--- src/rtl/mul_rs_issue.sv ---
// Mul/div reservation station: allocation, CDB wakeup, single exec-unit issue.
// Optional macro MULRS_DIV0_TRAP_EN traps divide-by-zero (div0_v) instead of dispatching it.
module mul_rs_issue #(
    parameter int NUM_ENT = 3
) (
    input  logic        clk1,
    input  logic        rst,
    input  logic        alloc_v,
    input  logic [3:0]  alloc_func,
    input  logic [3:0]  alloc_rd,
    input  logic [2:0]  alloc_rob,
    input  logic        alloc_src1_rdy,
    input  logic        alloc_src2_rdy,
    input  logic [2:0]  alloc_src1_tag,
    input  logic [2:0]  alloc_src2_tag,
    input  logic [7:0]  alloc_src1_data,
    input  logic [7:0]  alloc_src2_data,
    output logic        alloc_ready,
    input  logic        cdb_v,
    input  logic [2:0]  cdb_tag,
    input  logic [15:0] cdb_data,
    output logic        ex_b,
    output logic [2:0]  rs_index,
    output logic [7:0]  rs1_data,
    output logic [7:0]  rs2_data,
    output logic [3:0]  func,
    output logic [3:0]  rd,
    output logic [2:0]  rob_ind,
    input  logic        exec_done,
    input  logic [2:0]  exec_done_idx,
    output logic [2:0]  mulcount,
    output logic        alloc_err,
    output logic        div0_v,
    output logic [2:0]  div0_rob
);

    localparam int DATA_W = 8;
    localparam logic [3:0] FUNC_MUL = 4'b0010;
    localparam logic [3:0] FUNC_DIV = 4'b0011;

    // Entry control state
    logic [NUM_ENT-1:0] ent_v;
    logic [NUM_ENT-1:0] ent_exec;
    logic [NUM_ENT-1:0] ent_r1;
    logic [NUM_ENT-1:0] ent_r2;

    // Entry payload
    logic [3:0]        ent_func [NUM_ENT];
    logic [3:0]        ent_rd   [NUM_ENT];
    logic [2:0]        ent_rob  [NUM_ENT];
    logic [2:0]        ent_t1   [NUM_ENT];
    logic [2:0]        ent_t2   [NUM_ENT];
    logic [DATA_W-1:0] ent_d1   [NUM_ENT];
    logic [DATA_W-1:0] ent_d2   [NUM_ENT];

    logic        busy;
    logic [2:0]  count;
    logic        err_q;

    // Operand/command hold registers presented to the exec unit while it runs
    logic [2:0]        h_idx;
    logic [DATA_W-1:0] h_d1;
    logic [DATA_W-1:0] h_d2;
    logic [3:0]        h_func;
    logic [3:0]        h_rd;
    logic [2:0]        h_rob;

    logic              free_found;
    logic [2:0]        free_idx;
    logic              sel_found;
    logic [2:0]        sel_idx;
    logic [3:0]        sel_func;
    logic [3:0]        sel_rd;
    logic [2:0]        sel_rob;
    logic [DATA_W-1:0] sel_d1;
    logic [DATA_W-1:0] sel_d2;
    logic              done_hit;

    logic              func_legal;
    logic              alloc_take;
    logic              a1_rdy;
    logic              a2_rdy;
    logic [DATA_W-1:0] a1_data;
    logic [DATA_W-1:0] a2_data;
    logic [DATA_W-1:0] cdb_lo;
    logic              dispatch_go;
    logic              div0_hit;
    logic              done_ok;
    logic [2:0]        count_nxt;
    logic              unused_cdb_hi;

    assign cdb_lo        = cdb_data[DATA_W-1:0];
    assign unused_cdb_hi = ^cdb_data[15:DATA_W];

    // Lowest free entry, lowest dispatchable entry and completion match
    always_comb begin
        free_found = 1'b0;
        free_idx   = '0;
        sel_found  = 1'b0;
        sel_idx    = '0;
        sel_func   = '0;
        sel_rd     = '0;
        sel_rob    = '0;
        sel_d1     = '0;
        sel_d2     = '0;
        done_hit   = 1'b0;
        for (int i = NUM_ENT - 1; i >= 0; i--) begin
            if (!ent_v[i]) begin
                free_found = 1'b1;
                free_idx   = 3'(i);
            end
            if (ent_v[i] && !ent_exec[i] && ent_r1[i] && ent_r2[i]) begin
                sel_found = 1'b1;
                sel_idx   = 3'(i);
                sel_func  = ent_func[i];
                sel_rd    = ent_rd[i];
                sel_rob   = ent_rob[i];
                sel_d1    = ent_d1[i];
                sel_d2    = ent_d2[i];
            end
            if (ent_exec[i] && exec_done_idx == 3'(i)) begin
                done_hit = 1'b1;
            end
        end
    end

    assign alloc_ready = free_found;
    assign func_legal  = (alloc_func == FUNC_MUL) || (alloc_func == FUNC_DIV);
    assign alloc_take  = alloc_v && alloc_ready && func_legal;

    // A source arriving on the CDB in the allocation cycle is stored as ready
    assign a1_rdy  = alloc_src1_rdy || (cdb_v && alloc_src1_tag == cdb_tag);
    assign a2_rdy  = alloc_src2_rdy || (cdb_v && alloc_src2_tag == cdb_tag);
    assign a1_data = alloc_src1_rdy ? alloc_src1_data : cdb_lo;
    assign a2_data = alloc_src2_rdy ? alloc_src2_data : cdb_lo;

    assign dispatch_go = sel_found && !busy && !rst;
    assign done_ok     = exec_done && busy && done_hit;

`ifdef MULRS_DIV0_TRAP_EN
    assign div0_hit = dispatch_go && (sel_func == FUNC_DIV) && (sel_d2 == '0);
`else
    assign div0_hit = 1'b0;
`endif

    assign ex_b     = dispatch_go && !div0_hit;
    assign div0_v   = div0_hit;
    assign div0_rob = div0_hit ? sel_rob : 3'd0;

    // Dispatch cycle shows the selected entry; afterwards the held copy
    assign rs_index = ex_b ? sel_idx  : h_idx;
    assign rs1_data = ex_b ? sel_d1   : h_d1;
    assign rs2_data = ex_b ? sel_d2   : h_d2;
    assign func     = ex_b ? sel_func : h_func;
    assign rd       = ex_b ? sel_rd   : h_rd;
    assign rob_ind  = ex_b ? sel_rob  : h_rob;

    assign mulcount  = count;
    assign alloc_err = err_q;

    assign count_nxt = count + {2'b00, alloc_take} - {2'b00, (done_ok || div0_hit)};

    always_ff @(posedge clk1) begin
        if (rst) begin
            ent_v    <= '0;
            ent_exec <= '0;
            ent_r1   <= '0;
            ent_r2   <= '0;
            busy     <= 1'b0;
            count    <= '0;
            err_q    <= 1'b0;
            h_idx    <= '0;
            h_d1     <= '0;
            h_d2     <= '0;
            h_func   <= '0;
            h_rd     <= '0;
            h_rob    <= '0;
        end else begin
            err_q <= alloc_v && !func_legal;
            count <= count_nxt;
            for (int i = 0; i < NUM_ENT; i++) begin
                if (alloc_take && free_idx == 3'(i)) begin
                    ent_v[i]    <= 1'b1;
                    ent_exec[i] <= 1'b0;
                    ent_r1[i]   <= a1_rdy;
                    ent_r2[i]   <= a2_rdy;
                end else begin
                    if (cdb_v && ent_v[i] && !ent_r1[i] && ent_t1[i] == cdb_tag) begin
                        ent_r1[i] <= 1'b1;
                    end
                    if (cdb_v && ent_v[i] && !ent_r2[i] && ent_t2[i] == cdb_tag) begin
                        ent_r2[i] <= 1'b1;
                    end
                    if (done_ok && exec_done_idx == 3'(i)) begin
                        ent_v[i]    <= 1'b0;
                        ent_exec[i] <= 1'b0;
                    end
                    if (ex_b && sel_idx == 3'(i)) begin
                        ent_exec[i] <= 1'b1;
                    end
                    if (div0_hit && sel_idx == 3'(i)) begin
                        ent_v[i] <= 1'b0;
                    end
                end
            end
            if (ex_b) begin
                busy   <= 1'b1;
                h_idx  <= sel_idx;
                h_d1   <= sel_d1;
                h_d2   <= sel_d2;
                h_func <= sel_func;
                h_rd   <= sel_rd;
                h_rob  <= sel_rob;
            end else if (done_ok) begin
                busy <= 1'b0;
            end
        end
    end

    // Payload carries no reset; validity is governed by ent_v
    always_ff @(posedge clk1) begin
        for (int i = 0; i < NUM_ENT; i++) begin
            if (alloc_take && free_idx == 3'(i)) begin
                ent_func[i] <= alloc_func;
                ent_rd[i]   <= alloc_rd;
                ent_rob[i]  <= alloc_rob;
                ent_t1[i]   <= alloc_src1_tag;
                ent_t2[i]   <= alloc_src2_tag;
                ent_d1[i]   <= a1_data;
                ent_d2[i]   <= a2_data;
            end else begin
                if (cdb_v && ent_v[i] && !ent_r1[i] && ent_t1[i] == cdb_tag) begin
                    ent_d1[i] <= cdb_lo;
                end
                if (cdb_v && ent_v[i] && !ent_r2[i] && ent_t2[i] == cdb_tag) begin
                    ent_d2[i] <= cdb_lo;
                end
            end
        end
    end

endmodule

--- config.mk ---
export PLATFORM = sky130hd
export DESIGN_NAME = mul_rs_issue
export DESIGN_NICKNAME = d
export VERILOG_FILES = /design/src/rtl/mul_rs_issue.sv
export SDC_FILE = /design/constraint.sdc
export NUM_CORES = 1
export LEC_CHECK = 0
export ABC_AREA = 1
export BUFFER_PORTS_ARGS = -buffer_cell sky130_fd_sc_hd__buf_2
export CAP_MARGIN = 15
export CORE_MARGIN = 4
export CORE_UTILIZATION = 52
export DETAILED_ROUTE_END_ITERATION = 10
export GPL_ROUTABILITY_DRIVEN = 0
export PLACE_DENSITY = 0.81
export SLEW_MARGIN = 15
export SYNTH_ARGS = -nofsm -noshare
export SYNTH_HDL_FRONTEND = slang
export SYNTH_SLANG_ARGS = --single-unit
--- constraint.sdc ---
create_clock -name clk1 -period 1.95 [get_ports clk1]
set_input_delay 0.195 -clock clk1 [delete_from_list [all_inputs] [get_ports clk1]]
set_output_delay 0.195 -clock clk1 [all_outputs]
set_load 0.01 [all_outputs]
==> metrics <==
initial DRC count 1,163; Clk pwr share 48.5%; clock buffer depth 2; Sw Ratio 22.9%; number of synthesized flops with an enable pin 99; Vias/cell 5.75; total CTS buffers 17; most frequent CP cell nand2_2; row count 41; Layout Nets 1,046; Crit. path cell count 12; core area 12,700 sq um; Hold Vio Cnt, Final 0; ys flop type edfxtp_1; CP endpoint kind primary output; synth unique cells 28; kind of critical path reg -> out; Synth area leaders edfxtp_1 44%, nand2_1 14%, dfxtp_1 14%; Yosys reg bits 146; Top Family by Delay on Critical Path buffers and inverters; CP max stage delay 0.34 ns; Antenna Violating Nets Remaining 0; vias 6,706; Critical Path RT 1.75 ns; height of the die 123 microns; Flop pwr share 46.0%; Synth Cell Area 6830 sq um; actual slew at the worst max-slew pin 0.538 ns; failing checks setup timing; maximum VDD drop 0.780 mV; total track usage 27.3%; Int Power 5.61 mW; Clock Latency Late Sink 0.44 ns; H-tree depth 4; Worst Setup Start Kind flip-flop; die footprint 15,000 sq um; drt total wl 23,900 microns; most frequent cells in the layout 170 x nand2_1, 99 x edfxtp_1, 76 x nand2_2, 71 x o21ai_0; pin count of the biggest net entering global routing 37; final worst-path cycle share 123%; CTS tree built; Hold Path Depth 1; Avg Cell Area, Syn 8.53 sq um; min Tclk post-route 2.39 ns; Max Clk Rate 0.418 GHz; initial antenna violation count 0; asr flop ratio synth 0%; setup ws final -0.442 ns; Fin Hold WS 0.0110 ns; PortBufs 89; Comb pwr share 5.5%; Worst R2R Path Depth 15; top cell type's share of synthesized area 43.6%; Yosys top cell by area edfxtp_1; DR WL/cell 20.5 microns; max-slew violations 0; fin cells 1,166; Worst Hold Class in -> reg; first-pass detailed-route iteration total 6; area grow syn2layout 45.6%; max-cap viol count 0; CP arrival 2.20 ns; status finished, violations left; Setup Skew 0.0164 ns; root buf cell clkbuf_16; WP buf/inv 6; total grt overflow 0; Post-Synthesis Cells 800; commonest non-fill, non-tap cell in the layout nand2_1; DIE WIDTH 123 microns; Initial Utilization 53.6%; CTS Sinks 146; crit-path cells buf_6 -> inv_4 -> nor2_2 -> nand2_2 -> nand3_4 -> nand2_8 -> buf_12 -> buf_8 -> nand2_4 -> nand2_2 -> inv_1 -> buf_2; Critical-path top delay cell dfxtp_2; placed insts 1,063; sequential area share after synthesis 57.3%; vias in the first global route 6,145; unrepaired setup endpoints after global routing yes; hpwl dp 10,100 microns; IO Pins 102; Rel. slew slack 63.7%; share of layout cells above drive strength 1 40.1%; yosys warns 0; first-pass GRT wire length 31,200 microns; Switch Pwr 1.66 mW; Clk pin slew, worst setup/hold paths 0.06 ns; P_leak 4.50 nW; DR DRC count 0; Finish-stage setup viols 39; n_diodes 0; Crit Path Max Fanout 8; P per Cell Area 731 nW/um^2
## registers in the layout, indices dropped and copies added, names as in the netlist, 4 cells and up
| signal | count |
|---|---|
| ent_t1 | 9 |
| h_rd | 4 |
| ent_rob | 9 |
| ent_rd | 12 |
| ent_t2 | 9 |
| ent_func | 12 |
| ent_d1 | 24 |
| h_func | 4 |
| ent_d2 | 24 |
| h_d2 | 8 |
| h_d1 | 8 |
## routing by layer
layer | GRT usage, % | up-vias | wire [microns]
li1 | - | 2897 | -
met1 | 33.4 | 3063 | 8280
met2 | 44.9 | 588 | 11500
met3 | 6.82 | 158 | 2680
met4 | 14.3 | 0 | 1480
met5 | 0 | - | 0
## power groups by stage
| stage | logic (mW) | clock network, mW | registers [mW] |
|---|---|---|---|
| after floorplan | 0.184 | 0 | 3.41 |
| after global placement | 0.303 | 0 | 3.41 |
| after detailed placement | 0.314 | 0 | 3.41 |
| after CTS | 0.346 | 3.41 | 3.34 |
| after global routing | 0.433 | 3.64 | 3.34 |
| final | 0.399 | 3.53 | 3.34 |
## cell usage after synthesis (2+ instances only)
cell	n
nand2_1	261
edfxtp_1	99
nor2_1	91
inv_1	88
o21ai_0	72
dfxtp_1	47
nand3_1	39
xor2_1	19
clkbuf_1	15
buf_2	11
nand2_2	10
a21oi_1	9
buf_4	8
nand3b_1	7
nor3_1	4
buf_6	3
xnor2_1	3
ha_1	2
inv_2	2
nand4_1	2
## repair_timing
| item | in CTS | in global routing |
|---|---|---|
| endpoints found under the hold margin | 42 | 1 |
| hold buffers | 14 | 1 |
| pin swaps | 33 | 48 |
| gates cloned | 7 | 1 |
| buffers inserted | 40 | 14 |
| endpoints found under the setup margin | 32 | 40 |
| gates resized for setup | 130 | 172 |
## cell type report
type                    instances  area [sq um]
flip-flops and latches        146          3930
multi-input cells             529          3050
fillers                       710          2790
repair buffers                197          1770
clock buffers                  21           472
inverters                      90           360
well taps                     172           215
clock inverters                11           151
## cells by family after synthesis
kind of cell,Yosys count,share of synthesized area (%)
AOI/OAI and AO/OA,82,6.05
and+or+nand+nor,418,25.1
DFF,146,57.3
buffers and inverters,128,8.01
adders and majority gates,3,0.660
xor gates and xnor gates,22,2.82
other,1,0.0549
## path summary, 6_finish.rpt
path,from,end,slack [ns]
worst max-delay path,ent_v[1]$_SDFFE_PP0P_,rs1_data[2],-0.44
worst max register to register,ent_exec[2]$_SDFFE_PP0P_,h_d2[4]$_SDFF_PP0_,-0.24
worst min register to register,mulcount[2]$_SDFF_PP0_,mulcount[2]$_SDFF_PP0_,0.49
worst min-delay path,alloc_src2_tag[2],ent_t2[0][2]$_DFFE_PP_,0.01
## stage by stage
step	power (mW)	TNS [ns]	cell area (sq um)	util [%]	setup WS [ns]
CTS	7.10	-4.70	9320	73.2	-0.194
global route	7.42	-13.15	9940	78.1	-0.452
finish	7.27	-11.72	9940	78.1	-0.442
detailed placement	3.72	-0.359	7610	59.8	-0.296
global placement	3.71	-0.221	7610	59.8	-0.212
floorplan	3.59	0	6840	-	0.0137
(Power assumes the default switching activity.)
